--- src/rtl/risc16_mem_arbiter_if.sv ---
// Bus bundle between the risc16f fetch/data ports, the arbiter and the single-port SRAM.
// The slave modport is the arbiter's view; the master modport is the CPU and SRAM side.
interface risc16_mem_arbiter_if;
  logic        i_req;
  logic [15:0] i_addr;
  logic        i_gnt;
  logic        i_rvalid;
  logic [15:0] i_rdata;
  logic        d_req;
  logic        d_we;
  logic [15:0] d_addr;
  logic [15:0] d_wdata;
  logic        d_gnt;
  logic        d_rvalid;
  logic [15:0] d_rdata;
  logic        m_en;
  logic        m_we;
  logic [14:0] m_addr;
  logic [15:0] m_wdata;
  logic [15:0] m_rdata;

  modport slave (
    input  i_req, i_addr, d_req, d_we, d_addr, d_wdata, m_rdata,
    output i_gnt, i_rvalid, i_rdata, d_gnt, d_rvalid, d_rdata,
           m_en, m_we, m_addr, m_wdata
  );

  modport master (
    output i_req, i_addr, d_req, d_we, d_addr, d_wdata, m_rdata,
    input  i_gnt, i_rvalid, i_rdata, d_gnt, d_rvalid, d_rdata,
           m_en, m_we, m_addr, m_wdata
  );
endinterface

--- src/rtl/risc16_mem_arbiter.sv ---
// Shares one single-port SRAM between the risc16f fetch and data ports (data first, with a
// fetch starvation guard) and hosts the two-word LED register window on the data port.
module risc16_mem_arbiter #(
  parameter logic [3:0]  STARVE_MAX = 4'd4,
  parameter logic [15:0] IO_BASE    = 16'h0200
) (
  input  logic                        clk,
  input  logic                        rst_n,
  risc16_mem_arbiter_if.slave         bus,
  output logic [23:0]                 led
);

  typedef enum logic [1:0] {
    OWN_NONE = 2'd0,
    OWN_DMEM = 2'd1,
    OWN_DIO  = 2'd2
  } d_owner_e;

  d_owner_e    d_owner_q, d_owner_d;
  logic        i_pend_q, i_pend_d;
  logic [3:0]  starve_q, starve_d;
  logic [23:0] led_q, led_d;
  logic [15:0] io_rdata_q, io_rdata_d;

  logic d_io_s, d_mem_s, starve_hit_s;
  logic i_gnt_s, d_gnt_s, dmem_gnt_s;
  logic unused_s;

  assign unused_s     = bus.i_addr[0] ^ bus.d_addr[0];
  assign d_io_s       = bus.d_req & (bus.d_addr[15:2] == IO_BASE[15:2]);
  assign d_mem_s      = bus.d_req & ~d_io_s;
  assign starve_hit_s = (starve_q == STARVE_MAX);

  // Grants and SRAM drive; everything is held off while reset is asserted.
  always_comb begin
    i_gnt_s     = 1'b0;
    d_gnt_s     = 1'b0;
    dmem_gnt_s  = 1'b0;
    bus.m_en    = 1'b0;
    bus.m_we    = 1'b0;
    bus.m_addr  = bus.i_addr[15:1];
    bus.m_wdata = bus.d_wdata;
    if (rst_n) begin
      d_gnt_s    = d_io_s | (d_mem_s & ~(bus.i_req & starve_hit_s));
      i_gnt_s    = bus.i_req & ~(d_mem_s & ~starve_hit_s);
      dmem_gnt_s = d_gnt_s & d_mem_s;
      bus.m_en   = dmem_gnt_s | i_gnt_s;
      bus.m_we   = dmem_gnt_s & bus.d_we;
      if (dmem_gnt_s) begin
        bus.m_addr = bus.d_addr[15:1];
      end else begin
        bus.m_addr = bus.i_addr[15:1];
      end
    end else begin
      bus.m_addr = bus.i_addr[15:1];
    end
  end

  assign bus.i_gnt = i_gnt_s;
  assign bus.d_gnt = d_gnt_s;

  // Next state: starvation counter, read-return owners, LED registers and IO read latch.
  always_comb begin
    starve_d   = starve_q;
    i_pend_d   = i_gnt_s;
    d_owner_d  = OWN_NONE;
    led_d      = led_q;
    io_rdata_d = io_rdata_q;
    if (i_gnt_s) begin
      starve_d = 4'd0;
    end else if (bus.i_req && !starve_hit_s) begin
      starve_d = starve_q + 4'd1;
    end else begin
      starve_d = starve_q;
    end
    if (d_gnt_s && !bus.d_we) begin
      d_owner_d = d_io_s ? OWN_DIO : OWN_DMEM;
    end else begin
      d_owner_d = OWN_NONE;
    end
    if (d_gnt_s && d_io_s) begin
      // The read latch captures LED contents from before any same-cycle write.
      if (bus.d_we) begin
        if (bus.d_addr[1]) begin
          led_d[23:16] = bus.d_wdata[7:0];
        end else begin
          led_d[15:0] = bus.d_wdata;
        end
      end else begin
        io_rdata_d = bus.d_addr[1] ? {8'h00, led_q[23:16]} : led_q[15:0];
      end
    end else begin
      led_d = led_q;
    end
  end

  // State registers with synchronous active-low reset.
  always_ff @(posedge clk) begin
    if (!rst_n) begin
      starve_q   <= 4'd0;
      i_pend_q   <= 1'b0;
      d_owner_q  <= OWN_NONE;
      led_q      <= 24'h000000;
      io_rdata_q <= 16'h0000;
    end else begin
      starve_q   <= starve_d;
      i_pend_q   <= i_pend_d;
      d_owner_q  <= d_owner_d;
      led_q      <= led_d;
      io_rdata_q <= io_rdata_d;
    end
  end

  // Read return; data buses are zero whenever their valid is low.
  always_comb begin
    bus.i_rvalid = i_pend_q;
    bus.i_rdata  = i_pend_q ? bus.m_rdata : 16'h0000;
    bus.d_rvalid = 1'b0;
    bus.d_rdata  = 16'h0000;
    case (d_owner_q)
      OWN_DMEM: begin
        bus.d_rvalid = 1'b1;
        bus.d_rdata  = bus.m_rdata;
      end
      OWN_DIO: begin
        bus.d_rvalid = 1'b1;
        bus.d_rdata  = io_rdata_q;
      end
      default: begin
        bus.d_rvalid = 1'b0;
        bus.d_rdata  = 16'h0000;
      end
    endcase
  end

  assign led = led_q;

endmodule

--- src/flat_wrapper.sv ---
// flat-port wrapper written by rule: the top's interface ports become plain ports
module risc16_mem_arbiter_flat 
#(
  parameter logic [3:0]  STARVE_MAX = 4'd4,
  parameter logic [15:0] IO_BASE    = 16'h0200
)
  (clk, rst_n, led, bus_i_req, bus_i_addr, bus_d_req, bus_d_we, bus_d_addr, bus_d_wdata, bus_m_rdata, bus_i_gnt, bus_i_rvalid, bus_i_rdata, bus_d_gnt, bus_d_rvalid, bus_d_rdata, bus_m_en, bus_m_we, bus_m_addr, bus_m_wdata);
  risc16_mem_arbiter_if bus_i ();
  input  logic clk;
  input  logic rst_n;
  output logic [23:0] led;
  input wire logic [$bits(bus_i.i_req)-1:0] bus_i_req;
  input wire logic [$bits(bus_i.i_addr)-1:0] bus_i_addr;
  input wire logic [$bits(bus_i.d_req)-1:0] bus_d_req;
  input wire logic [$bits(bus_i.d_we)-1:0] bus_d_we;
  input wire logic [$bits(bus_i.d_addr)-1:0] bus_d_addr;
  input wire logic [$bits(bus_i.d_wdata)-1:0] bus_d_wdata;
  input wire logic [$bits(bus_i.m_rdata)-1:0] bus_m_rdata;
  output wire logic [$bits(bus_i.i_gnt)-1:0] bus_i_gnt;
  output wire logic [$bits(bus_i.i_rvalid)-1:0] bus_i_rvalid;
  output wire logic [$bits(bus_i.i_rdata)-1:0] bus_i_rdata;
  output wire logic [$bits(bus_i.d_gnt)-1:0] bus_d_gnt;
  output wire logic [$bits(bus_i.d_rvalid)-1:0] bus_d_rvalid;
  output wire logic [$bits(bus_i.d_rdata)-1:0] bus_d_rdata;
  output wire logic [$bits(bus_i.m_en)-1:0] bus_m_en;
  output wire logic [$bits(bus_i.m_we)-1:0] bus_m_we;
  output wire logic [$bits(bus_i.m_addr)-1:0] bus_m_addr;
  output wire logic [$bits(bus_i.m_wdata)-1:0] bus_m_wdata;
  assign bus_i.i_req = bus_i_req;
  assign bus_i.i_addr = bus_i_addr;
  assign bus_i.d_req = bus_d_req;
  assign bus_i.d_we = bus_d_we;
  assign bus_i.d_addr = bus_d_addr;
  assign bus_i.d_wdata = bus_d_wdata;
  assign bus_i.m_rdata = bus_m_rdata;
  assign bus_i_gnt = bus_i.i_gnt;
  assign bus_i_rvalid = bus_i.i_rvalid;
  assign bus_i_rdata = bus_i.i_rdata;
  assign bus_d_gnt = bus_i.d_gnt;
  assign bus_d_rvalid = bus_i.d_rvalid;
  assign bus_d_rdata = bus_i.d_rdata;
  assign bus_m_en = bus_i.m_en;
  assign bus_m_we = bus_i.m_we;
  assign bus_m_addr = bus_i.m_addr;
  assign bus_m_wdata = bus_i.m_wdata;
  risc16_mem_arbiter #(.STARVE_MAX(STARVE_MAX), .IO_BASE(IO_BASE)) u_core (.clk(clk), .rst_n(rst_n), .bus(bus_i), .led(led));
endmodule
--- config.mk ---
export PLATFORM = sky130hd
export DESIGN_NAME = risc16_mem_arbiter_flat
export DESIGN_NICKNAME = d
export VERILOG_FILES = /design/src/rtl/risc16_mem_arbiter_if.sv /design/src/rtl/risc16_mem_arbiter.sv /design/src/flat_wrapper.sv
export SDC_FILE = /design/constraint.sdc
export NUM_CORES = 1
export LEC_CHECK = 0
export BUFFER_PORTS_ARGS = -buffer_cell sky130_fd_sc_hd__buf_2
export CAP_MARGIN = 20
export CELL_PAD_IN_SITES_DETAIL_PLACEMENT = 1
export CELL_PAD_IN_SITES_GLOBAL_PLACEMENT = 1
export CORE_MARGIN = 3
export CORE_UTILIZATION = 30
export DETAILED_ROUTE_END_ITERATION = 16
export MAX_ROUTING_LAYER = met4
export PLACE_DENSITY = 0.85
export RECOVER_POWER = 50
export SLEW_MARGIN = 20
export SYNTH_ARGS = -nofsm -noshare
export SYNTH_HDL_FRONTEND = slang
export SYNTH_SLANG_ARGS = --single-unit
--- constraint.sdc ---
create_clock -name clk -period 3.45 [get_ports clk]
set_input_delay 0.69 -clock clk [delete_from_list [all_inputs] [get_ports clk]]
set_output_delay 0.69 -clock clk [all_outputs]
set_load 0.05 [all_outputs]
==> impl_metrics.py, run 1 <==
metrics = {
    "outcome": {
        "status": "completed",
    },
    "pwr": {
        "p_leak_nw": 1.70,
        "cellPowerDensity_nw_per_um2": 339,
        "pwr-share-clk": 0.300,
        "switchingPower_uw": 369,
        "ir_drop_uv": 191,
        "combPwrFrac": 0.233,
        "p_seq_frac": 0.467,
        "internal-power_uw": 808,
        "sw_frac_of_total": 0.314,
    },
    "worst_setup_path": {
        "r2r-end": "u_core.starve_q[0]",
        "cp.arrival_ns": 2.42,
        "path_buf_inv": 3,
        "cp_top_family": "simple AND/OR/NAND/NOR gates",
        "slowest_delay_ns": 0.36,
        "cp_cell_sequence": "buf_2 > nor4b_4 > nand4_4 > o211ai_1 > buf_12 > mux2_2 > buf_2",
        "cpMostUsedCell": "buf_2",
        "r2r-start": "u_core.starve_q[0]",
        "cp-end-kind": "output pin",
        "crit_required_ns": 2.76,
        "critical_path_class": "input port to output pin",
        "r2r_cells": 5,
        "r2r_slack_ns": 1.86,
        "slowest_stage": "nor4b_4",
        "crit_fanout": 15,
        "startpoint_type": "input port",
    },
    "run": {
        "maxCapViolCount": 0,
    },
    "floorplan": {
        "pin_count": 162,
        "die_w_um": 101,
        "die_area_um2": 10200,
        "die_h_um": 101,
        "rows": 33,
        "initial_core_util": 0.318,
        "fp.coreArea_um2": 8460,
    },
    "logic_synthesis": {
        "netlist_instances": 299,
        "yosys_register_bits": 47,
        "async_flop_share": 0,
        "synthesis.nets": 372,
        "syn_area_per_cell_um2": 9.01,
        "synth.top_cell.area_share": 0.349,
        "syn_area_um2": 2700,
        "yosysWarnings": 0,
        "synth_cell_types": 35,
        "synth_top_area_cell": "dfxtp_1",
        "yosys_most_used_dff": "dfxtp_1",
        "synth-edff-count": 0,
        "ys_seq_area_frac": 0.349,
        "synthTopCellsByArea": "dfxtp_1 35%, mux2_2 9.6%, mux2i_1 8.9%",
    },
    "clock_network": {
        "post_cts_resized": 0,
        "cts_setup_buffers": 0,
        "cts_buffer_depth": 2,
        "clk_latency_ns": 0.29,
        "cts-root-buf": "clkbuf_8",
        "clock-sinks": 47,
        "cts_tree": "yes",
        "cts_buffers": 5,
        "hold_buffers": 0,
        "htree_levels": 2,
        "clkTransAtPathRegs_ns": 0.08,
    },
    "finish": {
        "diodes": 0,
        "drive_gt1_frac": 0.376,
        "final_common_cell": "buf_2",
        "areaGrowthSynthToFinish_pct": 28.9,
        "layout_common_cells": "110 x buf_2, 51 x clkbuf_1, 47 x dfxtp_1",
        "layout.nets": 505,
        "fillers": 1085,
        "post-route-util": 0.410,
    },
    "placement": {
        "dp_hpwl_um": 7010,
        "place.gp.congestion": 0.766,
        "io_buffers": 159,
    },
    "global_routing": {
        "grt_usage": 0.165,
        "overflow": 0,
        "grt_pass1_vias": 2619,
        "antenna_found_initial": 0,
        "grt_pass1_wl_um": 13100,
        "grt_max_degree": 45,
    },
    "sta": {
        "hold_violations": 0,
        "period_share": 0.901,
        "slew_violations": 0,
        "finalSetupTns_ns": 0,
        "fin_crit_ns": 3.11,
        "fin_skew_ns": 0.00644,
        "rsz0062_at_grt": "no",
        "worst-slew-pin-transition_ns": 1.02,
        "fmax_mhz": 322,
        "setup_viol": 0,
        "slew-limit-headroom": 0.312,
    },
    "min_path": {
        "hold_path.class": "flip-flop to flip-flop",
        "whs_path_depth": 2,
        "min-delay-start": "u_core.led[6]",
        "min_to": "u_core.led[6]",
    },
    "detailed_routing": {
        "vias": 2568,
        "routed_wl_um": 8520,
        "drtIter0Drc": 93,
        "drtAntennaViolNets": 0,
        "via_per_inst": 4.77,
        "first_pass_iters": 4,
        "drcViolationCount": 0,
        "wire_per_inst_um": 15.8,
    },
}
[cells in the mapped netlist (3+ instances only)]
| cell | n |
|---|---|
| o221a_2 | 8 |
| or3b_2 | 8 |
| mux2i_1 | 24 |
| ha_1 | 4 |
| buf_4 | 16 |
| and2_1 | 17 |
| nor2_1 | 22 |
| a21oi_1 | 4 |
| a21boi_1 | 3 |
| a22oi_1 | 16 |
| dfxtp_1 | 47 |
| clkbuf_1 | 16 |
| inv_1 | 24 |
| mux2_2 | 23 |
| nand2_1 | 37 |
| a21boi_0 | 5 |
[state kept, by name, summed over array words and instances, names as in the netlist]
register	flops
u_core.io_rdata_q	16
u_core.d_owner_q	2
u_core.starve_q	4
u_core.bus.i_rvalid	1
u_core.led	24
[per-stage QoR]
| step | hold slack, ns | total power, mW | std cells | worst slack [ns] | area (um^2) |
|---|---|---|---|---|---|
| floorplan | 0.431 | 0.759 | 299 | 0.486 | 2700 |
| global placement | 0.447 | 0.833 | 530 | 0.382 | 3440 |
| detailed placement | 0.465 | 0.841 | 530 | 0.321 | 3440 |
| CTS | 0.478 | 1.19 | 538 | 0.320 | 3540 |
| global route | 0.507 | 1.22 | 538 | 0.217 | 3470 |
| finish | 0.475 | 1.18 | 538 | 0.340 | 3470 |
[cells by family after synthesis]
logic type,after synthesis,synth area share
compound gates,40,0.118
fa+ha+maj,4,0.0186
buf+inv,60,0.112
flops,47,0.349
mux,47,0.185
simple gates,99,0.210
xor+xnor,2,0.00650
[worst register-to-register path, delay by kind of cell, from the launching register on]
family	cells	cell delay [ns]
buf+inv	1	0.10
simple gates	2	0.34
fa+ha+maj	1	0.19
flops	1	0.34
compound gates	1	0.50
[layout make-up]
class                   count  area [um^2]  share of cell area
flip-flops and latches     47          941               0.271
well taps                 105          131              0.0378
inverters                  24         90.1              0.0259
multi-input cells         192         1450               0.416
clock buffers               8          100              0.0288
repair buffers            162          766               0.220
[per-layer routing]
| metal | GRT usage | share of wire | up-vias |
|---|---|---|---|
| li1 | - | - | 1272 |
| met1 | 0.207 | 0.43 | 1192 |
| met2 | 0.275 | 0.49 | 88 |
| met3 | 0.0291 | 0.054 | 16 |
| met4 | 0.0425 | 0.017 | 0 |
| met5 | - | 0 | - |
[power by group through the flow]
stage               sequential (mW)  clock, mW  combinational [mW]
finish                        0.549      0.354               0.274
global route                  0.550      0.382               0.291
CTS                           0.549      0.362               0.280
detailed placement            0.562          0               0.279
global placement              0.562          0               0.271
floorplan                     0.562          0               0.197
[how the worst max path moves through the flow]
stage | startpoint | end | slack, ns | depth (start not counted)
floorplan | bus_d_addr[6] | bus_m_addr[10] | 0.49 | 5
global placement | bus_d_addr[6] | bus_m_addr[6] | 0.38 | 7
detailed placement | bus_d_addr[6] | bus_m_addr[11] | 0.32 | 7
CTS | bus_d_addr[6] | bus_m_addr[11] | 0.32 | 7
global route | u_core.starve_q[0] | bus_m_addr[11] | 0.22 | 7
finish | bus_d_addr[6] | bus_m_addr[11] | 0.34 | 7
(Power assumes the default switching activity.)
==> inputs of run 2 (changes only) <==
Settings changed: CORE_UTILIZATION 30 to 33, PLACE_DENSITY 0.85 to 0.92.
Clock period 3.45 ns to 3.71 ns, I/O delays scaled along.
==> impl_metrics.py, run 2 (synthesis gave the netlist of run 1 again) <==
metrics = {
    "outcome": {
        "status": "completed",
    },
    "floorplan": {
        "die_w_um": 96.4,
        "fp.coreArea_um2": 7810,
        "die_h_um": 96.4,
        "die_area_um2": 9290,
        "initial_core_util": 0.345,
        "rows": 32,
        "pin_count": 162,
    },
    "finish": {
        "final_cells": 535,
        "final_common_cell": "buf_2",
        "areaGrowthSynthToFinish_pct": 27.3,
        "layout_common_cells": "110 x buf_2, 50 x clkbuf_1, 47 x dfxtp_1",
        "largest_reg_flops": 24,
        "diodes": 0,
        "layout.nets": 505,
        "drive_gt1_frac": 0.376,
    },
    "min_path": {
        "min-delay-start": "u_core.io_rdata_q[10]",
        "hold_path.class": "flip-flop to flip-flop",
    },
    "worst_setup_path": {
        "slowest_stage": "nand4_1",
        "cp.arrival_ns": 2.64,
        "critical_path_class": "input port to output pin",
        "cp_cell_sequence": "buf_2 > nor4_4 > nand4_1 > o211ai_1 > buf_4 > mux2_2 > buf_2",
        "cpMostUsedCell": "buf_2",
        "cp-end-kind": "output pin",
        "crit_fanout": 17,
        "slowest_delay_ns": 0.38,
        "crit_required_ns": 2.97,
        "startpoint": "bus_d_addr[13]",
        "startpoint_type": "input port",
        "r2r-start": "u_core.starve_q[0]",
    },
    "clock_network": {
        "clkTransAtPathRegs_ns": 0.09,
        "post_cts_resized": 0,
        "cts_buffers": 5,
        "cts_buffer_depth": 2,
        "clk_latency_ns": 0.30,
        "cts-root-buf": "clkbuf_8",
        "hold_buffers": 0,
        "cts_setup_buffers": 0,
        "clock-sinks": 47,
        "cts_tree": "yes",
        "htree_levels": 2,
    },
    "sta": {
        "slew_violations": 0,
        "finalSetupTns_ns": 0,
        "fin_skew_ns": 0.00929,
        "fin_crit_ns": 3.39,
        "fin_ws_ns": 0.325,
        "period_share": 0.912,
        "hold_violations": 0,
        "rsz0062_at_grt": "no",
        "slew-limit-headroom": 0.319,
        "fmax_mhz": 295,
        "setup_viol": 0,
        "worst-slew-pin-transition_ns": 1.01,
    },
    "global_routing": {
        "gr-usage-met2": 0.313,
        "antenna_found_initial": 0,
        "grt_util_met3": 0.0225,
        "grt_pass1_vias": 2579,
        "busiest_layer": "met2",
        "overflow": 0,
        "grt_max_degree": 45,
        "grt_usage": 0.179,
        "grtUsageMet1": 0.224,
        "grt_pass1_wl_um": 12700,
    },
    "detailed_routing": {
        "wire_per_inst_um": 15.9,
        "drcViolationCount": 0,
        "first_pass_iters": 4,
        "drtIter0Drc": 90,
        "via_per_inst": 4.80,
        "routed_wl_um": 8520,
        "vias": 2567,
        "drtAntennaViolNets": 0,
    },
    "placement": {
        "dp.cells": 527,
        "place.gp.congestion": 0.709,
        "dp_slack_ns": 0.538,
        "io_buffers": 159,
        "dp_hpwl_um": 6900,
    },
    "pwr": {
        "ir_drop_uv": 186,
        "p_leak_nw": 1.67,
        "cellPowerDensity_nw_per_um2": 313,
    },
    "run": {
        "maxCapViolCount": 0,
    },
}
[run 2: cell count changes in the layout (fill, tap and decap cells not counted), sizes merged]
cell | before | now
clkinvlp | 0 | 2
clkbuf | 58 | 55
clkinv | 0 | 1
[run 2: area by class of cell]
| cell class | count | area, um^2 |
|---|---|---|
| Sequential cell | 47 | 941 |
| Fill cell | 1012 | 4380 |
| Clock buffer | 5 | 68.8 |
| Timing Repair Buffer | 162 | 753 |
| Inverter | 24 | 90.1 |
| Multi-Input combinational cell | 192 | 1430 |
| Tap cell | 102 | 128 |
| Clock inverter | 3 | 20.0 |
[run 2: where the power goes]
group | switching [mW] | internal [mW]
sequential | 0.00383 | 0.507
combinational | 0.180 | 0.0726
clock | 0.178 | 0.131
[run 2: per-stage QoR]
step	power (mW)	hold slack, ns	utilization	area, um^2
global placement	0.772	0.447	0.439	3430
global route	1.12	0.512	0.440	3430
CTS	1.08	0.481	0.450	3520
finish	1.07	0.480	0.440	3430
detailed placement	0.780	0.470	0.439	3430
floorplan	0.706	0.431	-	2700
[run 2: path summary, 6_finish.rpt]
kind	endpoint	depth (start not counted)	slack (ns)
min reg2reg	u_core.io_rdata_q[10]	2	0.48
max	bus_m_addr[13]	7	0.32
min	u_core.io_rdata_q[10]	2	0.48
max reg2reg	u_core.d_owner_q[0]	6	2.14
[run 2: routing by layer]
metal,wire (um),vias to the layer above
met5,0,-
met4,59,0
met3,435,7
met2,4320,82
met1,3710,1209
li1,-,1269
[run 2: critical path, delay by kind of cell]
| family | cells | cell delay (ns) |
|---|---|---|
| simple gates | 2 | 0.70 |
| compound gates | 1 | 0.21 |
| mux | 1 | 0.37 |
| buf+inv | 3 | 0.62 |
==> inputs of run 3 (changes only) <==
Settings changed: GPL_TIMING_DRIVEN from default to 0.
==> impl_metrics.py, run 3 (synthesis gave the netlist of run 1 again) <==
metrics = {
    "pwr": {
        "internal-power_uw": 716,
        "ir_drop_uv": 176,
        "p_seq_frac": 0.481,
        "combPwrFrac": 0.253,
        "cellPowerDensity_nw_per_um2": 294,
        "sw_frac_of_total": 0.325,
        "pwr-share-clk": 0.265,
        "power_mw": 1.06,
        "p_leak_nw": 1.78,
        "switchingPower_uw": 345,
    },
    "placement": {
        "dp_slack_ns": 0.137,
        "dp_hpwl_um": 7650,
        "io_buffers": 157,
        "place_area_um2": 3610,
        "place.gp.congestion": 0.713,
        "dp.cells": 558,
    },
    "finish": {
        "areaGrowthSynthToFinish_pct": 33.7,
        "layout_common_cells": "110 x buf_2, 67 x clkbuf_1, 47 x dfxtp_1",
        "fillers": 1018,
        "layout.nets": 536,
        "final_cells": 564,
        "diodes": 0,
        "final_common_cell": "buf_2",
        "drive_gt1_frac": 0.379,
        "final_area_um2": 3600,
        "largest_reg_flops": 24,
    },
    "worst_setup_path": {
        "slowest_delay_ns": 0.73,
        "crit_required_ns": 2.97,
        "cp_cell_sequence": "inv_1 > ha_1 > nand3b_1 > o211ai_1 > buf_2 > mux2_2 > buf_2",
        "slowest_stage": "o211ai_1",
        "crit_fanout": 10,
        "cp_top_family": "compound AO/OA/AOI/OAI gates",
        "path_buf_inv": 3,
        "r2r-end": "u_core.d_owner_q[0]",
        "r2r_slack_ns": 1.58,
        "cp-end-kind": "output pin",
        "r2r_cells": 6,
        "cp.arrival_ns": 2.84,
        "startpoint_type": "flip-flop",
        "cpMostUsedCell": "buf_2",
        "r2r-start": "u_core.starve_q[0]",
        "critical_path_class": "flip-flop to output pin",
    },
    "sta": {
        "finalSetupTns_ns": 0,
        "fmax_mhz": 279,
        "setup_viol": 0,
        "worst-slew-pin-transition_ns": 1.03,
        "rsz0062_at_grt": "no",
        "hold_violations": 0,
        "fin_skew_ns": 0.00455,
        "slew_violations": 0,
        "slew-limit-headroom": 0.311,
        "fin_crit_ns": 3.59,
        "period_share": 0.966,
        "fin_ws_ns": 0.125,
    },
    "detailed_routing": {
        "drtIter0Drc": 65,
        "via_per_inst": 4.77,
        "first_pass_iters": 4,
        "wire_per_inst_um": 16.1,
        "routed_wl_um": 9080,
        "drcViolationCount": 0,
        "vias": 2693,
        "drtAntennaViolNets": 0,
    },
    "min_path": {
        "min_to": "u_core.led[22]",
        "whs_path_depth": 2,
        "min-delay-start": "u_core.led[22]",
        "hold_path.class": "flip-flop to flip-flop",
    },
    "clock_network": {
        "cts_tree": "yes",
        "cts_buffers": 5,
        "clk_latency_ns": 0.29,
        "post_cts_resized": 0,
        "clock-sinks": 47,
        "clkTransAtPathRegs_ns": 0.08,
        "hold_buffers": 0,
        "cts-root-buf": "clkbuf_8",
        "cts_buffer_depth": 2,
        "htree_levels": 2,
        "cts_setup_buffers": 0,
    },
    "floorplan": {
        "fp.coreArea_um2": 7810,
        "die_h_um": 96.4,
        "die_area_um2": 9290,
        "pin_count": 162,
        "initial_core_util": 0.345,
        "rows": 32,
        "die_w_um": 96.4,
    },
    "outcome": {
        "status": "completed",
    },
    "global_routing": {
        "grt_pass1_vias": 2748,
        "antenna_found_initial": 0,
        "overflow": 0,
        "grt_pass1_wl_um": 13500,
        "grt_max_degree": 13,
        "grt_usage": 0.192,
    },
    "run": {
        "maxCapViolCount": 0,
    },
}
==> run 3: cell types whose count changed in the layout (fill, tap and decap cells not counted), moves of 2 or more <==
| cell | delta |
|---|---|
| buf_4 | +14 |
| a21boi_1 | +2 |
| a21boi_0 | -2 |
| clkbuf_1 | +17 |
| clkinvlp_4 | -2 |
==> run 3: worst max-delay path by stage <==
stage | from | endpoint | slack, ns | cells past startpoint
6_report | u_core.starve_q[0] | bus_m_addr[6] | 0.12 | 7
3_3_place_gp | bus_d_addr[6] | bus_m_addr[6] | 0.22 | 7
3_5_place_dp | bus_d_addr[3] | bus_m_addr[6] | 0.14 | 7
2_1_floorplan | bus_d_addr[6] | bus_m_addr[10] | 0.64 | 5
4_1_cts | bus_d_addr[3] | bus_m_addr[6] | 0.14 | 7
5_1_grt | u_core.starve_q[0] | bus_m_addr[6] | 0.04 | 7
==> run 3: tightest hold or removal path: stages, from the launching register on <==
cell	delay [ns]
dfxtp_1	0.32
nand2_1	0.06
mux2i_1	0.05
==> run 3: layout make-up <==
cell class / instances / area [um^2] / share of cell area
clock buffers: 6 / 72.6 / 0.0201
inverters: 24 / 90.1 / 0.0250
well taps: 102 / 128 / 0.0354
repair buffers: 157 / 726 / 0.201
multi-input cells: 192 / 1440 / 0.400
flip-flops and latches: 47 / 941 / 0.261
plain buffers: 36 / 204 / 0.0566
==> run 3: power by group through the flow <==
stage	Combinational (mW)	Clock, mW	Sequential (mW)
floorplan	0.184	0	0.523
global placement	0.265	0	0.522
detailed placement	0.273	0	0.522
CTS	0.274	0.283	0.510
global route	0.285	0.305	0.511
finish	0.269	0.281	0.510
==> run 3: layer usage <==
metal | vias up | GRT usage | share of wire | wire [um]
li1 | 1331 | - | - | -
met1 | 1271 | 0.220 | 0.41 | 3710
met2 | 89 | 0.357 | 0.53 | 4830
met3 | 2 | 0.0263 | 0.055 | 502
met4 | 0 | 0.0374 | 0.0030 | 27
met5 | - | - | 0 | 0
==> run 3: metrics by stage <==
stage / hold WS, ns / utilization
6_report: 0.479 / 0.462
5_1_grt: 0.504 / 0.462
4_1_cts: 0.482 / 0.471
3_5_place_dp: 0.471 / 0.462
3_3_place_gp: 0.448 / 0.462
2_1_floorplan: 0.431 / -
